## config.mk

```make
export PLATFORM = sky130hd
export DESIGN_NAME = bus_arbiter
export DESIGN_NICKNAME = d
export VERILOG_FILES = /design/src/rtl/bus_arbiter.sv
export SDC_FILE = /design/constraint.sdc
export NUM_CORES = 1
export LEC_CHECK = 0
export CAP_MARGIN = 15
export CORE_MARGIN = 2
export CORE_UTILIZATION = 38
export DETAILED_ROUTE_END_ITERATION = 7
export PLACE_DENSITY_LB_ADDON = 0.2
export SYNTH_ARGS = -nofsm -noshare
export SYNTH_HDL_FRONTEND = slang
export SYNTH_SLANG_ARGS = --single-unit
```

## constraint.sdc

```tcl
create_clock -name clock -period 2.4 [get_ports clock]
set_input_delay 0.48 -clock clock [delete_from_list [all_inputs] [get_ports clock]]
set_output_delay 0.48 -clock clock [all_outputs]
set_load 0.05 [all_outputs]
```

## src/rtl/bus_arbiter.sv

```systemverilog
// bus_arbiter: shares one byte-wide memory port between the core and a DMA requester,
// pacing the core through core_ce with wait states and bounded DMA bursts.
module bus_arbiter #(
  parameter int WAIT_STATES = 1,
  parameter int MAX_BURST   = 4
) (
  input  logic        clock,
  input  logic        reset,
  input  logic        cpu_run,
  input  logic [19:0] cpu_address,
  input  logic [7:0]  cpu_out,
  input  logic        cpu_we,
  output logic [7:0]  cpu_in,
  output logic        core_ce,
  input  logic        dma_req,
  input  logic [19:0] dma_address,
  input  logic        dma_we,
  input  logic [7:0]  dma_wdata,
  output logic        dma_ack,
  output logic [7:0]  dma_rdata,
  output logic [19:0] mem_address,
  output logic [7:0]  mem_out,
  output logic        mem_we,
  input  logic [7:0]  mem_in
);
  typedef enum logic [1:0] {ARB, CPU_WAIT, DMA_WAIT} state_t;
  localparam logic [3:0] WS = 4'(WAIT_STATES);
  localparam logic [3:0] MB = 4'(MAX_BURST);
  state_t      state_q, state_d;
  logic        owner_q, owner_d;
  logic [3:0]  wcnt_q, wcnt_d;
  logic [3:0]  burst_q, burst_d;
  logic [19:0] daddr_q, daddr_d;
  logic        dwe_q, dwe_d;
  logic [7:0]  dwdata_q, dwdata_d;
  logic        ce, ack, we;
  always_comb begin
    state_d  = state_q;
    owner_d  = owner_q;
    wcnt_d   = wcnt_q;
    burst_d  = burst_q;
    daddr_d  = daddr_q;
    dwe_d    = dwe_q;
    dwdata_d = dwdata_q;
    ce       = 1'b0;
    ack      = 1'b0;
    we       = 1'b0;
    case (state_q)
      ARB: begin
        if (dma_req && (burst_q < MB || !cpu_run)) begin
          daddr_d  = dma_address;
          dwe_d    = dma_we;
          dwdata_d = dma_wdata;
          owner_d  = 1'b1;
          burst_d  = (burst_q == 4'hf) ? burst_q : burst_q + 4'd1;
          wcnt_d   = WS;
          state_d  = DMA_WAIT;
        end else if (cpu_run) begin
          owner_d = 1'b0;
          burst_d = 4'd0;
          wcnt_d  = WS;
          state_d = CPU_WAIT;
        end
      end
      CPU_WAIT: begin
        wcnt_d  = (wcnt_q != 4'd0) ? wcnt_q - 4'd1 : wcnt_q;
        ce      = (wcnt_q == 4'd0);
        we      = (wcnt_q == 4'd0) && cpu_we;
        state_d = (wcnt_q == 4'd0) ? ARB : CPU_WAIT;
      end
      DMA_WAIT: begin
        wcnt_d  = (wcnt_q != 4'd0) ? wcnt_q - 4'd1 : wcnt_q;
        ack     = (wcnt_q == 4'd0);
        we      = (wcnt_q == 4'd0) && dwe_q;
        state_d = (wcnt_q == 4'd0) ? ARB : DMA_WAIT;
      end
      default: state_d = ARB;
    endcase
  end
  always_ff @(posedge clock) begin
    if (reset) begin
      state_q <= ARB;
      owner_q <= 1'b0;
      wcnt_q  <= 4'd0;
      burst_q <= 4'd0;
    end else begin
      state_q <= state_d;
      owner_q <= owner_d;
      wcnt_q  <= wcnt_d;
      burst_q <= burst_d;
    end
    daddr_q  <= daddr_d;
    dwe_q    <= dwe_d;
    dwdata_q <= dwdata_d;
  end
  // strobes are masked while reset is high so an interrupted slot never completes
  assign core_ce     = ce & ~reset;
  assign dma_ack     = ack & ~reset;
  assign mem_we      = we & ~reset;
  assign mem_address = owner_q ? daddr_q : cpu_address;
  assign mem_out     = owner_q ? dwdata_q : cpu_out;
  assign cpu_in      = mem_in;
  assign dma_rdata   = mem_in;
endmodule

```

## Yosys cells after proc, flatten, opt, wreduce, memory -nomap -nowiden

Index checks and enable logic that the tools add are counted.

| word-level totals | value |
|---|---|
| output and inout port bits | 47 |
| flip-flop bits (word level) | 40 |

| cells by class | value |
|---|---|
| order comparisons | 1 |
| multiplexer cells | 19 |
| add/sub/neg operators | 2 |
| equal/unequal tests | 6 |
| reductions and logical operators | 15 |
| bitwise gates (word level) | 4 |

Operator list:

| kind | number |
|---|---|
| $mux 4 | 6 |
| $mux 20 | 1 |
| $mux 8 | 1 |
| $pmux 4 s2 | 1 |
| $mux 2 | 3 |
| $pmux 2 s3 | 1 |
| $reduce_and 3->1 | 2 |
| $mux 1 | 5 |
| $add 4x1->4 const B | 1 |
| $eq 4x4->1 const B | 1 |
| $logic_not 4->1 | 1 |
| $lt 4x3->1 const B | 1 |
| $reduce_and 2->1 | 2 |
| $reduce_bool 2->1 | 2 |
| $reduce_bool 4->1 | 1 |
| $sub 4x1->4 const B | 1 |
| $and 1x1->1 | 3 |
| $logic_and 1x1->1 | 3 |
| $ne 3x3->1 const B | 1 |
| $eq 2x1->1 const B | 1 |
| $eq 2x2->1 const B | 1 |
| $logic_not 2->1 | 1 |
| $ne 2x1->1 const B | 1 |
| $ne 2x2->1 const B | 1 |
| 5 further kinds | 5 |

## Longest topological paths before layout

Gate-level depths: netlist (run 1).

| depth | value |
|---|---|
| word-level depth | 5 |
| mapped depth | 7 |

## Least setup slack after synthesis (run 1)

OpenSTA, ideal clock, no wires.

| timing path | value |
|---|---|
| kind | register -> output |
| from | reg wcnt_q[0] |
| to | out mem_we |
| data arrival time | 2.795 ns |
| buffers on the path | 1 |
| stages on the path, launching flop included | 6 |
| required time | 1.920 ns |
| path slack | -0.875 ns |
| path through | dfxtp_1 > inv_1 > ha_1 > or3b_2 > clkbuf_1 > nor4b_1 |

| on the way | value |
|---|---|
| word-level cells in the longest chain between the ends | 4 |
| elaborated cells on any way between the ends | 5 |

RTL lines:

| what | RTL line | source |
|---|---|---|
| start, declared | 31 | `logic [3:0] wcnt_q, wcnt_d;` |
| start signal, assigned | 89 | `wcnt_q <= wcnt_d;` |
| $logic_not 4->1 * | 68, 74 |  |
| $logic_and 1x1->1 (on tied branches) | 74, 68 |  |
| $pmux 1 s2 * | 48 | `case (state_q)` |
| $and 1x1->1 * | 99 | `assign mem_we = we & ~reset;` |
| end, declared | 23 | `output logic mem_we,` |

Every way passes the cells marked *; elsewhere a longest branch is shown, timed or not.

## Final worst setup path (run 1)

Same ends and word-level chain as after synthesis.

==> results of run 1 <==
==> timing repair <==
action / in CTS / in global routing
gates resized for setup: 3 / 1
setup endpoints to repair: 3 / 1
pin swaps: 0 / 1
==> layout make-up <==
cell class | count | area share, %
Sequential cell | 40 | 36.1
Tap cell | 70 | 2.90
Inverter | 9 | 1.12
Multi-Input combinational cell | 91 | 26.0
Clock inverter | 2 | 1.16
Timing Repair Buffer | 97 | 30.4
Clock buffer | 6 | 2.40
==> cells by family after synthesis <==
logic type      Yosys count  share of synthesized area, %
fa+ha+maj                 7                          4.32
compound gates           21                          6.17
buf+inv                  31                          8.88
flops                    40                          53.8
simple gates             32                          9.99
mux                      29                          16.0
xor+xnor                  2                         0.863
==> state kept, by name, indices dropped and copies added, names as in the netlist <==
| name | count |
|---|---|
| daddr_q | 20 |
| dwdata_q | 8 |
| burst_q | 4 |
| wcnt_q | 4 |
| state_q | 2 |
| dwe_q | 1 |
| owner_q | 1 |
==> critical path, cell delays in order (launching register included) <==
cell	delay, ns
sky130_fd_sc_hd__dfxtp_1	0.33
sky130_fd_sc_hd__inv_1	0.11
sky130_fd_sc_hd__ha_1	0.17
sky130_fd_sc_hd__or3b_4	0.45
sky130_fd_sc_hd__nor4b_4	0.28
sky130_fd_sc_hd__buf_12	0.18
==> cells in the mapped netlist, types with 3 or more instances <==
library cell and instances:
sky130_fd_sc_hd__nor2_1 5, sky130_fd_sc_hd__nand2_1 8, sky130_fd_sc_hd__a21oi_1 7, sky130_fd_sc_hd__inv_1 9, sky130_fd_sc_hd__edfxtp_1 29, sky130_fd_sc_hd__buf_2 3, sky130_fd_sc_hd__o21ai_0 6, sky130_fd_sc_hd__or3_1 4
sky130_fd_sc_hd__buf_4 16, sky130_fd_sc_hd__mux2_2 28, sky130_fd_sc_hd__dfxtp_1 11, sky130_fd_sc_hd__ha_1 7, sky130_fd_sc_hd__clkbuf_1 3
==> through the flow <==
stage               worst slack [ns]  hold WS [ns]  cells
global route                  0.0391         0.517    315
CTS                           0.0364         0.494    315
global placement               0.286         0.475    307
finish                         0.120         0.496    315
floorplan                     -0.389         0.449    162
detailed placement             0.209         0.481    307
==> power by group through the flow <==
stage / Combinational [mW] / Sequential [mW] / Clock [mW]
2_1_floorplan: 0.801 / 0.924 / 0
3_3_place_gp: 1.04 / 0.936 / 0
3_5_place_dp: 1.05 / 0.937 / 0
4_1_cts: 1.08 / 0.924 / 0.551
5_1_grt: 1.15 / 0.937 / 0.572
6_report: 1.08 / 0.924 / 0.537
==> worst paths after layout <==
check                           startpoint          to  cells after the start
worst max-delay path             wcnt_q[0]      mem_we                      5
worst min-delay path            burst_q[1]  burst_q[1]                      2
worst max register to register  state_q[0]   wcnt_q[2]                      6
worst min register to register  burst_q[1]  burst_q[1]                      2
==> routing by layer <==
| metal | vias up | track usage, % | routed length (um) |
|---|---|---|---|
| met2 | 63 | 25.8 | 2210 |
| met3 | 10 | 4.47 | 304 |
| li1 | 737 | - | - |
| met4 | 0 | 4.64 | 54 |
| met1 | 689 | 18.9 | 2010 |
| met5 | - | 0 | 0 |
==> results summary, run 1 <==
The fraction of power consumed by sequential logic is 36.4%. STA classifies the critical path startpoint as a register. The share of the synthesized area in the top cell type is 42.9%. TritonCTS built the clock tree. The source-to-sink clock delay at the later pin of the worst-skew pair is between 0.2 and 0.3 ns. Clock tree synthesis selected as its root buffer the cell sky130_fd_sc_hd__clkbuf_8.

The total of warnings raised by yosys came out at 0. The run finished with clean final reports. 0 antenna diodes ended up in the layout.

The core area came out at 5140 um^2. The count of endpoints failing hold in the final timing report came out at 0. At the worst endpoint, the required time is 1.92 ns. The sequential element share of the synthesized area came out at between 50% and 60%.

The min-delay analysis places its worst path in the category register to register. The count of nets left with antenna violations after detail routing is 0. For this run, the post-layout net count is between 300 and 400.

For this design the ratio of total power to cell area is ~840 nW/um^2. The number of flip-flops and latches in the synthesized netlist came out at 40. The max-slew headroom at the worst pin is a little under three fifths. The post-synthesis area per instance came out at 12.5 um^2.

The clock network accounts for 21.1% of the total power. The HPWL after detailed placement is 3420 um. The clock arrives with 0.00809 ns of skew. The pin count of the biggest net entering global routing came out at 21. VDD sags by at most 0.468 mV.

The clock transition at the registers of the reported paths came out at 0.08 ns. The worst setup path is of the register to output pin kind. Summed over all cells, the static leakage comes to 1.14 nW. For this run, the leading register cell type out of synthesis is sky130_fd_sc_hd__edfxtp_1.

The global-route wire length before repair is 7190 um. Summed over all failing endpoints, the final setup total negative slack is 0 ns. The floorplan has 26 rows. The number of max-cap violations came out at 0. The clock net sink count is 40. The count of buffers added on input and output ports is 92. The net switching power came out at 898 uW.

In the synthesized netlist the async set-or-reset flop fraction comes to 0%. The final core area utilization is 58.8%. The number of nets in the synthesized netlist is 239. Of all nets on the critical path, the largest fanout is 8. The routed via count divided by cell count came out at 4.76. The total setup buffers inserted after CTS is 0. The switching power as a share of total power came out at 35.4%. The count of pins over their slew limit came out at 0. Measured along the x axis, the die boundary spans 77.1 um. Setup violations remaining at the end of the flow were counted as 0. The buffer depth of the longest clock path came out at 2. After synthesis, the cell types taking the most area are sky130_fd_sc_hd__edfxtp_1 43%, sky130_fd_sc_hd__mux2_2 16%, sky130_fd_sc_hd__dfxtp_1 11%. The remaining routing DRC violations came out at 0. After routing the design area is 3020 um^2. The placed instances occupy a cell area of 2900 um^2. The multi-input combinational cell area is 786 um^2. The initial core utilization came out at 39.5%.

The number of global-route vias before repair is 1443. The total iterations of the first detailed-routing run is 4. The area enclosed by the die boundary is 5940 um^2. The share of power burned in combinational logic came out at about 42%. The arrival time at the worst endpoint came out at about 1.8 ns.

The via count came out at 1499. The highest achievable clock rate is 439 MHz. For the pin with the worst max-slew slack, the measured transition is about 0.64 ns. The sum of internal, switching and leakage power came out at 2.54 mW. Setup repair after global routing left no endpoint under its margin. In this run the count of I/O pins placed on the die edge is 117. The internal power contribution came out at 1.64 mW. The fraction of layout cells with a size suffix above 1 came out at 31.8%. The aggregate routed wire length came out at 4580 um. The total CTS buffers came out at 5. Buffers inserted to repair hold after CTS numbered 0. The nature of the critical path endpoint is an output pin. The global placer's final weighted congestion is 0.773. The number of H-tree branching levels came out at 2. The overall global routing resource usage is between 15 and 20%. The sequential cell area is 1090 um^2. The violation count after the first detailed-route iteration came out at 48. The combined area of all synthesized cells is between 2000 and 2500 um^2. The final cycle utilization of the critical path came out at a little over nine tenths. The synthesized instance count came out at about 160.

After global routing the overflow that remains totals 0. The number of antenna violations at the first check in global routing is 0. After synthesis, the netlist uses 35 different library cells. The setup slack on the worst flop-to-flop path is 0.56 ns. After detailed routing, the average wire length per cell comes to about 15 um.

From bottom edge to top edge, the die measures 77.1 um. The top cell types in the final layout, fill and taps aside, are 61 x sky130_fd_sc_hd__clkdlybuf4s50_1, 33 x sky130_fd_sc_hd__buf_4, 29 x sky130_fd_sc_hd__edfxtp_1, 28 x sky130_fd_sc_hd__mux2_2, 11 x sky130_fd_sc_hd__dfxtp_1. Compared with the post-synthesis result, the final layout area differs by 49.0%. The number of filler cells placed in the layout is 438. The clock period could shrink to 2.28 ns. The library cell used most frequently in the layout, excluding fill and tap cells, is sky130_fd_sc_hd__clkdlybuf4s50_1.

The largest total area in the synthesized netlist belongs to sky130_fd_sc_hd__edfxtp_1. In this run, synthesis inferred 29 flip-flops with an integrated enable.
Note: power is estimated with default switching activity, not from simulation.
==> inputs of run 2 (changes only) <==
Settings changed: CORE_MARGIN 2 to 1.5.
==> results summary, run 2 (synthesis results as in run 1) <==
The count of pins over their slew limit is 0 (unchanged). The worst-path maximum fanout was 8 (unchanged). The final period demand of the worst path came to 2.30 ns (was 2.28 ns). The cell count of the worst reg-to-reg path came out at 6 (unchanged). The overall die height came out at 76.1 um (was 77.1 um). The clock tree root driver cell was sky130_fd_sc_hd__clkbuf_8 (unchanged). The highest achievable clock rate is 434 MHz (was 439 MHz). The buffer depth of the longest clock path is 2 (unchanged).

The most common library cell in the layout ignoring fill and taps is sky130_fd_sc_hd__clkdlybuf4s50_1 (unchanged). The overall global routing resource usage came out at 15.4% (was 15.3%). The power density of the placed cells came out at 836 nW/um^2 (was 839 nW/um^2). The aggregate routed wire length is 4400 um (was 4580 um). The worst flop-to-flop path endpoint is wcnt_q[2] (unchanged). The total iterations of the first detailed-routing run came to 4 (unchanged). Status: finished, final reports clean (unchanged). The max-slew headroom at the worst pin came to 56.1% (was 56.6%). The remaining routing DRC violations is 0 (unchanged). The via count came to 1497 (was 1499).

The post-place setup slack came out at 0.232 ns (was 0.209 ns). The startpoint kind of the worst setup timing path is a register (unchanged). The layout-stage area growth over the synthesis result came to 48.9% (was 49.0%). Most frequent cells in the layout: 61 x sky130_fd_sc_hd__clkdlybuf4s50_1, 30 x sky130_fd_sc_hd__buf_4, 29 x sky130_fd_sc_hd__edfxtp_1, 28 x sky130_fd_sc_hd__mux2_2, 11 x sky130_fd_sc_hd__dfxtp_1 (was 61 x sky130_fd_sc_hd__clkdlybuf4s50_1, 33 x sky130_fd_sc_hd__buf_4, 29 x sky130_fd_sc_hd__edfxtp_1, 28 x sky130_fd_sc_hd__mux2_2, 11 x sky130_fd_sc_hd__dfxtp_1).

The clock transition at the registers of the reported paths came out at 0.07 ns (was 0.08 ns). The pin count of the biggest net entering global routing is 30 (was 21). The HPWL after detailed placement is 3130 um (was 3420 um).

The setup slack on the worst flop-to-flop path is 0.54 ns (was 0.56 ns). The arrival time at the worst endpoint was 1.82 ns (was 1.80 ns). The final cycle utilization of the critical path came out at 96.0% (was 95.0%). The area enclosed by the die boundary is 5790 um^2 (was 5940 um^2).

The minimum hold slack is 0.486 ns (was 0.496 ns). The routed wire length per instance came out at 14.0 um (was 14.5 um). The hold-fix buffer count after cts is 0 (unchanged).

The endpoint of the most critical setup path is mem_we (unchanged). The number of core rows is 26 (unchanged). The source-to-sink clock delay at the later pin of the worst-skew pair was 0.28 ns (was 0.29 ns). The initial core utilization is 39.5% (unchanged). Setup repair after global routing missed its margin: false (unchanged). The violation count after the first detailed-route iteration came out at 80 (was 48). Biggest registers after layout: daddr_q: 20 flops, dwdata_q: 8 flops (unchanged). The final-stage net count came out at 319 (was 321). The routed via count divided by cell count is 4.78 (was 4.76).

The total CTS buffers is 5 (unchanged). The width of the die came to 76.1 um (was 77.1 um). The number of antenna violations at the first check in global routing is 0 (unchanged). The final setup slack of the worst path is 0.0954 ns (was 0.120 ns). The count of nets left with antenna violations after detail routing is 0 (unchanged). The start-to-end type of the worst setup path is register to output pin (unchanged). The number of filler cells placed in the layout came to 441 (was 438).

The core area came out at 5140 um^2 (unchanged). The nature of the critical path endpoint was an output pin (unchanged). The worst hold path depth is 2 (unchanged). The diode insertion count for antenna repair is 0 (unchanged). The fraction of layout cells with a size suffix above 1 came out at 31.3% (was 31.8%). The setup TNS is 0 ns (unchanged).

The peak supply drop was 0.554 mV (was 0.468 mV). The count of endpoints failing hold in the final timing report came out at 0 (unchanged). The global placer's final weighted congestion came out at 0.788 (was 0.773). The worst clock skew is 0.00522 ns (was 0.00809 ns). The flip-flop count of the largest register, all copies and words added is 20 (unchanged).

The startpoint of the most critical setup path is wcnt_q[0] (unchanged). The number of failing setup endpoints in the final timing report came out at 0 (unchanged). The largest register by flop count was daddr_q (unchanged). The top-level port count is 117 (unchanged). The actual transition at the worst max-transition pin is 0.649 ns (was 0.642 ns).

The number of H-tree branching levels is 2 (unchanged). The global-route congestion overflow total came to 0 (unchanged). The sum of internal, switching and leakage power came out at 2.53 mW (was 2.54 mW).

The global-route wire length before repair was 7210 um (was 7190 um). The launch instance of the worst register-to-register path is state_q[1] (was state_q[0]). The required time at the worst-slack endpoint is 1.92 ns (about the same). The clock tree from TritonCTS is yes (unchanged). The worst min-delay path class is register to register (unchanged). The total leakage power is 1.14 nW (about the same). The final core area utilization is 58.8% (about the same). The clock net sink count is 40 (unchanged). The number of global-route vias before repair came out at 1475 (was 1443). The number of max-cap violations came to 0 (unchanged). The launch instance of the worst min-delay path is owner_q (was burst_q[1]).

The number of input and output port buffers inserted came out at 92 (unchanged).
-- run 2: worst min path at each step --
stage	to
finish	owner_q
global route	burst_q[1]
CTS	burst_q[1]
detailed placement	owner_q
global placement	burst_q[1]
floorplan	burst_q[1]
-- run 2: final cells by class --
cell class	count	area [um^2]	share of cell area [%]
sequential	40	1090	36.1
tap	70	87.6	2.90
timing repair buffer	95	916	30.3
clock inverter	2	35.0	1.16
multi-input combinational	91	786	26.0
clock buffer	6	72.6	2.40
inverter	9	33.8	1.12
-- run 2: timing repair --
item / 4_1_cts / 5_1_grt
cloned: 0 / 0
gates resized for setup: 0 / 4
setup buffers: 0 / 0
setup endpoints to repair: 3 / 3
-- run 2: critical path, stage by stage (launching register included) --
cell and delay, ns:
sky130_fd_sc_hd__dfxtp_1 0.33, sky130_fd_sc_hd__inv_1 0.10, sky130_fd_sc_hd__ha_1 0.16, sky130_fd_sc_hd__or3b_4 0.45
sky130_fd_sc_hd__nor4b_4 0.33, sky130_fd_sc_hd__buf_12 0.18
-- run 2: power breakdown --
part           switching (mW)  internal [mW]  total (mW)  leakage, nW
clock                   0.217          0.308       0.525       0.0552
combinational           0.611          0.466        1.08        0.714
sequential             0.0531          0.870       0.923        0.367
total                   0.881           1.64        2.53         1.14
-- run 2: per-stage QoR --
| stage | instance area (um^2) | cells |
|---|---|---|
| after detailed placement | 2890 | 305 |
| after global routing | 3020 | 313 |
| after global placement | 2890 | 305 |
| after CTS | 3000 | 313 |
| after floorplan | 2040 | 162 |
| final | 3020 | 313 |
-- run 2: per-layer routing --
layer	vias to the layer above	share of wire [%]	GRT usage (%)
met4	0	0.52	4.44
met5	-	0	0
met1	701	44	20.4
met3	2	7.3	4.19
met2	55	48	24.8
li1	739	-	-
==> inputs of run 3 (changes only) <==
Settings changed: ABC_CLOCK_PERIOD_IN_PS set to 2400, TNS_END_PERCENT set to 20.
==> results of run 3 <==
The final DEF is identical to that of run 2; final timing and power are the same.
